===== config.mk =====
export PLATFORM = sky130hd
export DESIGN_NAME = loc_arbiter
export DESIGN_NICKNAME = d
export VERILOG_FILES = /design/src/rtl/loc_arbiter.sv
export SDC_FILE = /design/constraint.sdc
export NUM_CORES = 1
export LEC_CHECK = 0
export ABC_CLOCK_PERIOD_IN_PS = 2500
export BUFFER_PORTS_ARGS = -buffer_cell sky130_fd_sc_hd__clkbuf_2
export CAP_MARGIN = 20
export CORE_AREA = 2 2 260 262
export CTS_CLUSTER_DIAMETER = 120
export DETAILED_ROUTE_END_ITERATION = 8
export DIE_AREA = 0 0 262 264
export PLACE_DENSITY = 0.39
export SLEW_MARGIN = 20
export SYNTH_ARGS = -nofsm -noshare
export SYNTH_HDL_FRONTEND = slang
export SYNTH_SLANG_ARGS = --single-unit

===== constraint.sdc =====
create_clock -name clk -period 2.5 [get_ports clk]
set_input_delay 0.5 -clock clk [delete_from_list [all_inputs] [get_ports clk]]
set_output_delay 0.5 -clock clk [all_outputs]
set_load 0.02 [all_outputs]

===== src/rtl/loc_arbiter.sv =====
// Round-robin arbiter sharing one spike locator among N_REQ accumulator streams.
// Optional WAIT watchdog is enabled by defining LOC_ARB_TIMEOUT_EN.
module loc_arbiter #(
  parameter int N_REQ   = 4,
  parameter int ID_W    = $clog2(N_REQ),
  parameter int TIME_W  = 32,
  parameter int XACC_W  = 28,
  parameter int AACC_W  = 25,
  parameter int XY_W    = 11,
  parameter int TIMEOUT = 64
) (
  input  logic                     clk,
  input  logic                     rst_n,
  input  logic [N_REQ*TIME_W-1:0]  s_req_time,
  input  logic [N_REQ*XACC_W-1:0]  s_req_tx,
  input  logic [N_REQ*XACC_W-1:0]  s_req_ty,
  input  logic [N_REQ*AACC_W-1:0]  s_req_ta,
  input  logic [N_REQ-1:0]         s_req_tvalid,
  input  logic [N_REQ-1:0]         s_req_tlast,
  output logic [N_REQ-1:0]         s_req_tready,
  output logic [TIME_W-1:0]        m_loc_time,
  output logic [XACC_W-1:0]        m_loc_tx,
  output logic [XACC_W-1:0]        m_loc_ty,
  output logic [AACC_W-1:0]        m_loc_ta,
  output logic                     m_loc_tvalid,
  output logic                     m_loc_tlast,
  input  logic                     m_loc_tready,
  input  logic [XY_W-1:0]          s_loc_tx,
  input  logic [XY_W-1:0]          s_loc_ty,
  input  logic                     s_loc_tvalid,
  output logic                     s_loc_tready,
  output logic [TIME_W-1:0]        m_res_time,
  output logic [XY_W-1:0]          m_res_tx,
  output logic [XY_W-1:0]          m_res_ty,
  output logic [ID_W-1:0]          m_res_tid,
  output logic                     m_res_tvalid,
  output logic                     m_res_tlast,
  output logic                     m_res_terr,
  input  logic                     m_res_tready
);

  typedef enum logic [1:0] {S_IDLE, S_ISSUE, S_WAIT, S_RETURN} state_t;

  state_t             state_reg, state_next;
  logic [ID_W-1:0]    grant_reg, rr_ptr_reg, pick;
  logic               any_req;
  logic [TIME_W-1:0]  cap_time_reg;
  logic               cap_last_reg;
  logic [TIME_W-1:0]  res_time_reg;
  logic [XY_W-1:0]    res_tx_reg, res_ty_reg;
  logic [ID_W-1:0]    res_tid_reg;
  logic               res_valid_reg, res_last_reg, res_err_reg;
  logic               issue_hs, res_load, wd_expired;

  logic [TIME_W-1:0]  req_time [N_REQ];
  logic [XACC_W-1:0]  req_tx   [N_REQ];
  logic [XACC_W-1:0]  req_ty   [N_REQ];
  logic [AACC_W-1:0]  req_ta   [N_REQ];

  for (genvar gi = 0; gi < N_REQ; gi++) begin : g_unpack
    assign req_time[gi] = s_req_time[gi*TIME_W +: TIME_W];
    assign req_tx[gi]   = s_req_tx[gi*XACC_W +: XACC_W];
    assign req_ty[gi]   = s_req_ty[gi*XACC_W +: XACC_W];
    assign req_ta[gi]   = s_req_ta[gi*AACC_W +: AACC_W];
  end

  // Scan from the highest offset down so the lowest offset from rr_ptr wins.
  always_comb begin
    pick    = '0;
    any_req = 1'b0;
    for (int off = N_REQ - 1; off >= 0; off--) begin
      if (s_req_tvalid[(int'(rr_ptr_reg) + off) % N_REQ]) begin
        pick    = ID_W'((int'(rr_ptr_reg) + off) % N_REQ);
        any_req = 1'b1;
      end
    end
  end

  assign m_loc_time   = req_time[grant_reg];
  assign m_loc_tx     = req_tx[grant_reg];
  assign m_loc_ty     = req_ty[grant_reg];
  assign m_loc_ta     = req_ta[grant_reg];
  assign m_loc_tvalid = (state_reg == S_ISSUE) && s_req_tvalid[grant_reg];
  assign m_loc_tlast  = 1'b0;
  assign s_loc_tready = 1'b1;
  assign issue_hs     = m_loc_tvalid && m_loc_tready;

  always_comb begin
    s_req_tready = '0;
    if (state_reg == S_ISSUE) s_req_tready[grant_reg] = m_loc_tready;
  end

`ifdef LOC_ARB_TIMEOUT_EN
  localparam int CNT_W = $clog2(TIMEOUT + 1);
  logic [CNT_W-1:0] wd_cnt_reg;

  always_ff @(posedge clk or negedge rst_n) begin
    if (!rst_n) begin
      wd_cnt_reg <= '0;
    end else if (issue_hs) begin
      wd_cnt_reg <= '0;
    end else if (state_reg == S_WAIT && wd_cnt_reg != CNT_W'(TIMEOUT)) begin
      wd_cnt_reg <= wd_cnt_reg + 1'b1;
    end
  end

  assign wd_expired = (state_reg == S_WAIT) && (wd_cnt_reg == CNT_W'(TIMEOUT));
`else
  assign wd_expired = 1'b0;
`endif

  // A real locator result takes priority over a same-cycle watchdog expiry.
  assign res_load = (state_reg == S_WAIT) && (s_loc_tvalid || wd_expired);

  always_comb begin
    state_next = state_reg;
    case (state_reg)
      S_IDLE:   if (any_req)      state_next = S_ISSUE;
      S_ISSUE:  if (issue_hs)     state_next = S_WAIT;
      S_WAIT:   if (res_load)     state_next = S_RETURN;
      S_RETURN: if (m_res_tready) state_next = S_IDLE;
      default:                    state_next = S_IDLE;
    endcase
  end

  always_ff @(posedge clk or negedge rst_n) begin
    if (!rst_n) begin
      state_reg     <= S_IDLE;
      grant_reg     <= '0;
      rr_ptr_reg    <= '0;
      cap_time_reg  <= '0;
      cap_last_reg  <= 1'b0;
      res_time_reg  <= '0;
      res_tx_reg    <= '0;
      res_ty_reg    <= '0;
      res_tid_reg   <= '0;
      res_valid_reg <= 1'b0;
      res_last_reg  <= 1'b0;
      res_err_reg   <= 1'b0;
    end else begin
      state_reg <= state_next;
      if (state_reg == S_IDLE && any_req) grant_reg <= pick;
      if (issue_hs) begin
        cap_time_reg <= req_time[grant_reg];
        cap_last_reg <= s_req_tlast[grant_reg];
        rr_ptr_reg   <= (grant_reg == ID_W'(N_REQ - 1)) ? '0 : grant_reg + 1'b1;
      end
      if (res_load) begin
        res_time_reg  <= cap_time_reg;
        res_tid_reg   <= grant_reg;
        res_last_reg  <= cap_last_reg;
        res_tx_reg    <= s_loc_tvalid ? s_loc_tx : '0;
        res_ty_reg    <= s_loc_tvalid ? s_loc_ty : '0;
        res_err_reg   <= !s_loc_tvalid;
        res_valid_reg <= 1'b1;
      end else if (state_reg == S_RETURN && m_res_tready) begin
        res_valid_reg <= 1'b0;
      end
    end
  end

  assign m_res_time   = res_time_reg;
  assign m_res_tx     = res_tx_reg;
  assign m_res_ty     = res_ty_reg;
  assign m_res_tid    = res_tid_reg;
  assign m_res_tvalid = res_valid_reg;
  assign m_res_tlast  = res_last_reg;
  assign m_res_terr   = res_err_reg;

endmodule


# After elaboration in Yosys (flattened, before gate mapping)
# Index checks and enable logic that the tools add are counted.
# op_classes
n_addsub,4
n_lt_le_gt_ge,7
n_eq_ne,8
n_mux,48
bitwise,5
n_reduce_logical,13
# ops
cell,count
$bmux W28 S2,2
$mux W28,4
$bmux W32 S2,1
$mux W32,2
$bmux W25 S2,1
$mux W25,2
$mux W11,2
$mux W2,9
$mux W1,16
$bmux W1 S2,6
$lt A3 B4 Y1 const B,3
$ne A2 B2 Y1 const B,4
$pmux W2 S4,1
$eq A2 B2 Y1 const B,3
$logic_and A1 B1 Y1,6
$lt A2 B3 Y1 const B,2
$reduce_or A2 Y1,3
$add A2 B1 Y2 const B,2
$add A2 B2 Y2 const B,2
$and A4 B4 Y4,1
$mux W4,1
$reduce_and A4 Y1,1
$and A1 B1 Y1 const A,3
$ge A3 B3 Y1 const B,1
other kinds (7),7
# word_totals
register_bits,98
output_inout_bits,179
word_cells,97

# Logic depth before layout (Yosys ltp)
# Gate-level depths: netlist of the first run.
# logic_depth
word_depth,12
ltp_mapped,6
ltp_nobuf,6

# Worst setup path before layout of the first run
# Ideal clock, no wire load.
# synth_path
kind,register -> output
startpoint,register grant_reg[0]
endpoint,output m_loc_ta[0]
arrival_time_ns,1.686
required_ns,2.000
path_slack_ns,0.314
stages_incl_launch_ff,5
path_cell_list,dfrtp_1 -> buf_4 -> buf_2 -> buf_2 -> mux4_2
# synth_via
elab_chain_len,4
# synth_lines
element,line_no,text
"start, declared",45,"logic [ID_W-1:0] grant_reg, rr_ptr_reg, pick;"
"start signal, assigned",142,if (state_reg == S_IDLE && any_req) grant_reg <= pick;
$not A2 Y3 (implied by the code),82,assign m_loc_ta = req_ta[grant_reg];
$bmux W25 S2,82,
$mux W25 (implied by the code) (2 in series),82,
"end, declared",24,"output logic [AACC_W-1:0] m_loc_ta,"
# Every way passes these cells. The select of a mux whose other input is x is not followed.

# Worst setup path in the final report of the first run
# layout_path
startpoint,register grant_reg[0]
endpoint,output m_loc_ty[5]
# layout_via
elab_chain_len,4
# layout_lines
element,line_no,text
$not A2 Y3 (implied by the code),81,assign m_loc_ty = req_ty[grant_reg];
$bmux W28 S2,81,
$mux W28 (implied by the code) (2 in series),81,
"end, declared",23,"output logic [XACC_W-1:0] m_loc_ty,"
# Every way passes these cells. The select of a mux whose other input is x is not followed.

==> results of run 1 <==
## repair_timing
item,in CTS,in global routing
resized for setup,11,83
endpoints found under the setup margin,82,113
buffers inserted,7,6
endpoints found under the hold margin,0,0
gates cloned,3,1
## synth_stat cells
cell type and count:
and2_1 2, nand2b_1 2, clkbuf_1 10, o22ai_1 2, dfrtp_1 98, mux2_2 61
nor2_1 4, a21boi_2 1, buf_12 3, buf_2 13, o31ai_1 1, nand3_4 1
mux2i_1 1, a211oi_2 1, mux2_4 29, o21a_1 1, o41ai_1 1, and3_1 4
buf_6 1, a21oi_1 3, buf_1 6, a2bb2oi_1 1, inv_1 7, conb_1 2
nor4_1 1, mux4_2 115, buf_4 4, nand2_1 10, o21ai_0 3, ha_1 8
## critical path: cells and delay by family, from the launching register on
family   cells  cell delay (ns)
buf+inv      3             0.67
flops        1             0.42
mux          1             0.55
## final timing paths
check	end	slack [ns]
max reg2reg	cap_time_reg[31]	0.22
min reg2reg	m_res_tid[0]	0.49
min in group clk	m_res_tx[8]	0.35
max	m_loc_ty[5]	-0.04
max in group asynchronous	m_res_time[0]	1.82
min	cap_time_reg[24]	0.07
## where the power goes
group          switching (mW)  total, mW  internal, mW
registers               0.465       2.86          2.39
logic                    4.75       9.10          4.35
clock network           0.724       1.44         0.717
total                    5.94       13.4          7.46
## cell families after synthesis
group	synth area share, %
AO/OA/AOI/OAI	1.462
adder cells (fa/ha/maj)	1.481
buffers and inverters	3.739
flip-flops	36.28
multiplexers	55.06
other	0.1111
AND/OR/NAND/NOR	1.869
## routing by layer
layer	up-vias	routed length, um	track usage [%]
li1	2998	-	-
met1	3556	14940	12.84
met2	450	24250	23.52
met3	86	4256	4.606
met4	10	1496	4.978
met5	-	63	0
## cell type report
| class | instances | area, sq um | area share, % |
|---|---|---|---|
| clock buffer | 10 | 239.0 | 1.996 |
| timing repair buffer | 702 | 4016 | 33.55 |
| sequential | 98 | 2460 | 20.55 |
| inverter | 7 | 26.28 | 0.2195 |
| clock inverter | 6 | 48.80 | 0.4077 |
| antenna | 8 | 20.02 | 0.1672 |
| tap | 873 | 1092 | 9.125 |
| multi-input combinational | 254 | 4068 | 33.98 |
## per-stage QoR
stage / hold slack [ns] / instances / instance area [sq um] / utilization [%]
after floorplan: 0.2044 / 396 / 6760 / -
after global placement: 0.4625 / 1917 / 11250 / 16.90
after detailed placement: 0.4726 / 1917 / 11250 / 16.90
after CTS: 0.06167 / 1943 / 11770 / 17.68
after global routing: 0.07529 / 1957 / 11970 / 17.98
final: 0.07332 / 1958 / 11970 / 17.98
==> run metrics, run 1 <==
run status finished with violations; failing checks negative setup slack; clk_skew a little over 0.01 ns; Hold Path Class in2async; Post-Syn Area per Cell 17.07 sq um; Max Clk Rate 393.2 MHz; synthesized instance count 396; via count roughly 7000; DRC errors left 0; first-pass GRT wire length about 60000 um; Yosys reg bits 98; DRT iter0 DRCs 313; initial antenna violation count 33; number of global-route vias before repair around 7700; crit path DAT just over 2 ns; PwrDens approximately 1100 nW/um^2; Final Hold Fails 0; Worst setup EP type output pin; number of port buffers around 660; width of the chip 262 um; first drt pass iteration count 4; CTS tree built; R2R depth 7; starting density of the core approximately a tenth; cts hold-fix bufs 0; Synth warnings 0; setup ws final -0.04350 ns; Cell Area, Synth 6760 sq um; clock slew seen by the registers of the worst setup and hold paths around 0.080 ns; Final setup viols 6; CTS root buf clkbuf_16; largest net degree at the start of global routing 43; Peak VDD IR 295.0 uV; Final ANT Viol Nets 0; Worst-Skew Late Latency 0.37 ns; synth top area cells mux4_2 38%, dfrtp_1 36%, mux2_2 10%; CTS Buffer Depth 2; Synth area leader mux4_2; worst path cell trace buf_12 > bufbuf_16 > mux4_2 > buf_2; layout cells sized above 1 ~87%; sequential-to-total area share from yosys stat 36.28%; area delta synth->final 77.07%; hpwl dp 38560 um; unique cell type count in the Yosys netlist 30; syn_nets just under 900; Chip Height 264 um; Synth top area share about two fifths; worst reg2reg startpoint grant_reg[0]; max_cap viols 0; site row count 95; Layout fillers around 7400; critical path class reg2out; overall power 13.40 mW; leak pwr 5.810 nW; GRT Total Usage 12.73%; final net count ~1600; Placeable Area 66560 sq um; Routed WL per cell between 20 and 25 um; max-slew violations 0; # IOs 666; CP max stage cell mux4_2; gr ovfl total 0; CP Launch Type register; Worst Setup SP grant_reg[0]; period utilisation layout 101.7%; largest stage delay on the critical path around 0.55 ns; Tmin final 2.543 ns; gpl congestion a little over 1; most frequent cells in the layout 611 x clkbuf_2, 115 x mux4_2, 96 x dfrtp_1; routed wire length roughly 45000 um; vias per cell around 3.6; Sum Neg Setup Slack -0.1627 ns; commonest non-fill, non-tap cell in the layout clkbuf_2; Placement Setup Slack roughly 0.19 ns; RSZ-0062 raised after global routing yes; Num Clock Sinks 98; CTS Buf Count 9; Crit Path Max Fanout 12; CTS H-tree depth 3; Die Area around 69000 sq um; required time of the critical path 2.00 ns
Power figures use the tool's default switching activity.
==> run 2: changes to the inputs <==
--- a/config.mk
+++ b/config.mk
@@ -8,11 +8,12 @@
 export ABC_CLOCK_PERIOD_IN_PS = 2500
 export BUFFER_PORTS_ARGS = -buffer_cell sky130_fd_sc_hd__clkbuf_2
 export CAP_MARGIN = 20
-export CORE_AREA = 2 2 260 262
+export CORE_AREA = 2 2 262 264
 export CTS_CLUSTER_DIAMETER = 120
 export DETAILED_ROUTE_END_ITERATION = 8
-export DIE_AREA = 0 0 262 264
+export DIE_AREA = 0 0 264 266
 export PLACE_DENSITY = 0.39
+export SKIP_LAST_GASP = 1
 export SLEW_MARGIN = 20
 export SYNTH_ARGS = -nofsm -noshare
 export SYNTH_HDL_FRONTEND = slang
==> run 2 against run 1 <==
The flow now finishes without violations. Critical path depth unchanged. Worst hold slack got worse by 0.011 ns. Clock-buffer cell count fell by 1. Routed wire length rose by 6.6%. Die area up 1.5%. Register-to-register slack improved by 0.06 ns. Clock power grew 3%. Global-route usage grew 0.42 points. Total power decreased by 1.3%. Cell area decreased by 0.39%. Utilization shrank 0.38 points. Critical path type unchanged. Largest cell class unchanged.
==> run metrics, run 2 (synthesized netlist as in run 1, its figures left out) <==
via count 7179 (+1.1%); Final Hold Fails 0 (unchanged); multi-input logic area 4068 sq um (unchanged); DRC errors left 0 (unchanged); initial antenna violation count 46 (+39%); Final ANT Viol Nets 0 (unchanged); max_cap viols 0 (unchanged); Worst setup EP type output pin; worst path cell trace buf_12 > clkbuf_16 > mux4_2 > clkbuf_2; vias per cell 3.633 (+0.19%); CTS H-tree depth 3 (unchanged); Worst-Skew Late Latency 0.39 ns (+0.02 ns); CTS root buf clkbuf_16; most frequent cells in the layout 648 x clkbuf_2, 115 x mux4_2, 96 x dfrtp_1; gpl congestion 0.9226 (-9.3%); commonest non-fill, non-tap cell in the layout clkbuf_2; Clk pwr share 11.3% (+0.5 points); leak pwr 5.777 nW (-0.55%); R2R depth 7 (unchanged); # IOs 666 (unchanged); required time of the critical path 2.00 ns (about the same); CP bufs+invs 3 (unchanged); capture point of the worst reg-to-reg path cap_time_reg[1]; Crit Path Max Fanout 20 (+8); RSZ-0062 raised after global routing yes; PwrDens 1109 nW/um^2 (-0.93%); Peak VDD IR 406.9 uV (+38%); Largest delay share family, worst path buffers and inverters; CTS tree built; Placeable Area 67750 sq um (+1.8%); register-to-register setup slack 0.28 ns (+0.06 ns); GRT Total Usage 13.15% (+0.42 points); critical path class reg2out; Hold Path Class in2async; NetSw 5.867 mW (-1.2%); hpwl dp 42150 um (+9.3%); Sum Neg Setup Slack 0 ns (+0.1627 ns); gr ovfl total 0 (unchanged); routed wire length 47970 um (+6.6%); DRT iter0 DRCs 331 (+5.8%); CTS Buffer Depth 2 (unchanged); first drt pass iteration count 4 (unchanged); final net count 1563 (-0.26%); Switching Share 44.37% (+0.058 points); site row count 96 (+1.1%); run status completed; overall power 13.22 mW (-1.3%); Post-Layout Inst Area 11920 sq um (-0.39%); storage element area 2460 sq um (unchanged); number of global-route vias before repair 7511 (-2.5%); Max Clk Rate 404.5 MHz (+2.9%); largest stage delay on the critical path 0.55 ns (about the same); max-slew violations 0 (unchanged); starting density of the core 9.979% (-0.18 points); setup ws final 0.02792 ns (+0.07141 ns); first-pass GRT wire length 62470 um (+4.5%); CP Launch Type register; area delta synth->final 76.38%; Chip Height 266 um (+0.76%); clk_skew 0.01732 ns (+0.006994 ns); layout cells sized above 1 86.39% (-0.14 points); worst reg2reg startpoint grant_reg[0]; Finished Core Util 17.60% (-0.38 points); cell internal pwr 7.354 mW (-1.4%); largest net degree at the start of global routing 57 (+33%); Tmin final 2.472 ns (-0.07141 ns); Final setup viols 0 (-6); sequential power share 21.7% (+0.4 points); Die Area 70220 sq um (+1.5%); width of the chip 264 um (+0.76%); Placement Setup Slack 0.3483 ns (+0.1631 ns); Routed WL per cell 24.27 um (+5.6%); combinational power share 67.1% (-0.8 points); Layout fillers 7568 (+1.7%); CP Depth 4 (unchanged); number of port buffers 663 (unchanged); period utilisation layout 98.88% (-2.9 points); clock slew seen by the registers of the worst setup and hold paths 0.08 ns (about the same); placement-stage cell area 11280 sq um (+0.23%); crit path DAT 1.97 ns (-0.07 ns); CTS Buf Count 9 (unchanged); CP max stage cell mux4_2; Num Clock Sinks 98 (unchanged)
[run 2: cell types whose count changed in the layout (fill, tap and decap cells not counted), moves of 3 or more]
cell      previous run  this run
buf_12              12         9
clkbuf_2           611       648
buf_6               16         5
buf_2               35         5
diode_2              8        21
[run 2: power groups by stage]
stage	Clock [mW]	Sequential [mW]	Combinational, mW
after floorplan	0	3.34	4.99
after global placement	0	2.90	8.45
after detailed placement	0	2.92	8.47
after CTS	1.61	2.89	8.80
after global routing	1.65	2.99	9.45
final	1.49	2.86	8.86
[run 2: how the worst max path moves through the flow]
stage / from / end / slack [ns]
4_1_cts: grant_reg[0] / m_loc_ty[27] / -0.07
6_report: grant_reg[0] / m_loc_ta[6] / 0.03
3_3_place_gp: grant_reg[0] / m_loc_tvalid / 0.35
5_1_grt: grant_reg[0] / m_loc_ta[6] / -0.06
2_1_floorplan: grant_reg[0] / m_loc_ta[0] / 0.31
3_5_place_dp: grant_reg[0] / m_loc_time[5] / 0.35
[run 2: metrics by stage]
stage,hold slack (ns),cells
floorplan,0.2044,396
global placement,0.4669,1928
detailed placement,0.4643,1928
CTS,0.04334,1949
global route,0.06479,1962
finish,0.06204,1976
[run 2: cell type report]
type | instances | share of cell area (%)
antenna | 21 | 0.4407
inverter | 7 | 0.2204
multi-input combinational | 254 | 34.11
timing repair buffer | 698 | 32.80
tap | 882 | 9.255
sequential | 98 | 20.63
clock inverter | 7 | 0.6506
clock buffer | 9 | 1.889
[run 2: routing by layer]
layer | track usage (%) | share of wire (%) | vias to the layer above
met1 | 12.86 | 33 | 3596
met2 | 25.48 | 54 | 484
met3 | 4.177 | 7.5 | 100
met4 | 5.129 | 4.8 | 4
met5 | 0 | 0.056 | -
li1 | - | - | 2995
[run 2: timing repair]
item | CTS | global route
pin swaps | 0 | 1
buffers inserted | 3 | 3
cloned | 2 | 3
hold buffers | 0 | 0
endpoints found under the setup margin | 54 | 89
resized for setup | 18 | 21
==> run 3: changes to the inputs <==
--- a/config.mk
+++ b/config.mk
@@ -13,6 +13,7 @@
 export DETAILED_ROUTE_END_ITERATION = 8
 export DIE_AREA = 0 0 264 266
 export PLACE_DENSITY = 0.39
+export REMOVE_ABC_BUFFERS = 1
 export SKIP_LAST_GASP = 1
 export SLEW_MARGIN = 20
 export SYNTH_ARGS = -nofsm -noshare
==> run 3 against run 2 <==
Register-to-register slack improved by 0.10 ns. Combinational power up 0.7%. Routed wire length is 10% lower. Non-clock buffer count grew 11. Critical path depth unchanged. Clock skew down 0.0049 ns.
==> run metrics, run 3 (synthesized netlist as in run 1, its figures left out) <==
largest net degree at the start of global routing 63 (+11%); Final Hold Fails 0 (unchanged); width of the chip 264 um (unchanged); CP bufs+invs 3 (unchanged); first-pass GRT wire length 57510 um (-7.9%); Die Area 70220 sq um (unchanged); multi-input logic area 4063 sq um (-0.12%); area delta synth->final 76.62%; clk_skew 0.01245 ns (-0.004873 ns); critical path class reg2out; R2R depth 5 (-2); # IOs 666 (unchanged); via count 7102 (-1.1%); DRT iter0 DRCs 215 (-35%); metal2 WL 22090 um (-15%); Crit Path Max Fanout 15 (-25%); CTS tree built; placed insts 1938 (+0.52%); final net count 1574 (+0.70%); DRC errors left 0 (unchanged); period utilisation layout 99.62% (+0.74 points); Worst-Skew Late Latency 0.38 ns (about the same); Post-Layout Cell Count 1975 (-0.051%); worst hold path depth 2; PwrDens 1121 nW/um^2 (+1.1%); site row count 96 (unchanged); gr ovfl total 0 (unchanged); initial antenna violation count 24 (-48%); Post-Layout Inst Area 11940 sq um (+0.14%); max layer used met5; run status completed; starting density of the core 9.979% (unchanged); worst path cell trace buf_16 > buf_4 > mux4_2 > clkbuf_2; Placeable Area 67750 sq um (unchanged); vias per cell 3.596 (-1.0%); number of port buffers 663 (unchanged); storage element area 2460 sq um (unchanged); required time of the critical path 2.00 ns (about the same); CP Launch Type register; GRT Total Usage 11.83% (-1.3 points); Chip Height 266 um (unchanged); metal3 WL 4092 um (+13%); most frequent cells in the layout 646 x clkbuf_2, 115 x mux4_2, 96 x dfrtp_1; Final setup viols 0 (unchanged); CTS H-tree depth 3 (unchanged); clock slew seen by the registers of the worst setup and hold paths 0.08 ns (about the same); Routed WL per cell 21.75 um (-10%); crit path DAT 1.99 ns (+0.02 ns); max-slew violations 0 (unchanged); max_cap viols 0 (unchanged); hpwl dp 36380 um (-14%); Num Clock Sinks 98 (unchanged); number of global-route vias before repair 7448 (-0.84%); Tmin final 2.491 ns (+0.01849 ns); Final ANT Viol Nets 0 (unchanged); Peak VDD IR 368.8 uV (-9.4%); CP max stage cell dfrtp_4; commonest non-fill, non-tap cell in the layout clkbuf_2; layout cells sized above 1 86.25% (-0.14 points); Worst setup EP type output pin; leak pwr 5.836 nW (+1.0%); Largest delay share family, worst path buffers and inverters; first drt pass iteration count 4 (unchanged); RSZ-0062 raised after global routing yes; CTS Buf Count 9 (unchanged); Max Clk Rate 401.5 MHz (-0.74%); CTS root buf clkbuf_16; CP Depth 4 (unchanged); CTS Buffer Depth 2 (unchanged); gpl congestion 0.9204 (-0.24%); largest stage delay on the critical path 0.51 ns (-0.04 ns); routed wire length 42960 um (-10%); Hold Path Class in2reg; placement-stage cell area 11320 sq um (+0.33%); Layout fillers 7574 (+0.079%); M1 wire length 15430 um (-3.9%)
run 3: changes by cell type in the layout (fill, tap and decap cells not counted), moves of 3 or more:
cell     before  now
buf_4        16   32
buf_8         3    0
diode_2      21    9
buf_6         5   11
inv_6         0    3
buf_12        9    5
run 3: cell type report:
class,count,share of cell area [%]
well taps,882,9.242
inverters,7,0.2201
repair buffers,709,33.06
clock buffers,10,2.001
multi-input cells,254,34.02
flip-flops and latches,98,20.60
clock inverters,6,0.6602
diodes,9,0.1886
run 3: what timing repair did:
item,4_1_cts,5_1_grt
pin swaps,0,0
setup endpoints to repair,82,110
cloned,3,1
hold buffers,1,0
buffers inserted,2,5
endpoints found under the hold margin,13,0
resized for setup,6,35
run 3: path summary, 6_finish.rpt:
check	startpoint	endpoint	slack, ns
setup / recovery	grant_reg[0]	m_loc_tx[8]	0.009
hold / removal	s_loc_ty[6]	m_res_ty[6]	0.34
setup reg to reg	grant_reg[0]	cap_time_reg[0]	0.38
hold reg to reg	m_res_tid[1]	m_res_tid[1]	0.49
max in group asynchronous	rst_n	grant_reg[1]	1.28
min in group asynchronous	rst_n	m_res_time[3]	0.57
run 3: per-layer routing:
layer  vias to the layer above  track usage, %
met3                        65           4.473
met4                         8           4.284
li1                       3007               -
met1                      3576           12.83
met2                       446           20.95
met5                         -               0
run 3: report_power, final:
group,total [mW],switching [mW],internal (mW)
sequential,2.86,0.465,2.39
clock,1.60,0.770,0.831
combinational,8.92,4.68,4.24
run 3: stage by stage:
step / hold WS, ns / worst slack (ns) / TNS [ns] / util [%] / power (mW)
final: 0.3430 / 0.009425 / 0 / 17.63 / 13.38
after global routing: 0.3143 / -0.08784 / -4.291 / 17.62 / 14.30
after CTS: 0.2992 / -0.1157 / -7.924 / 17.39 / 13.54
after detailed placement: 0.3926 / 0.3085 / 0 / 16.70 / 11.48
after global placement: 0.3906 / 0.3385 / 0 / 16.70 / 11.42
after floorplan: 0.2044 / -3.867 / -529.68 / - / 7.866
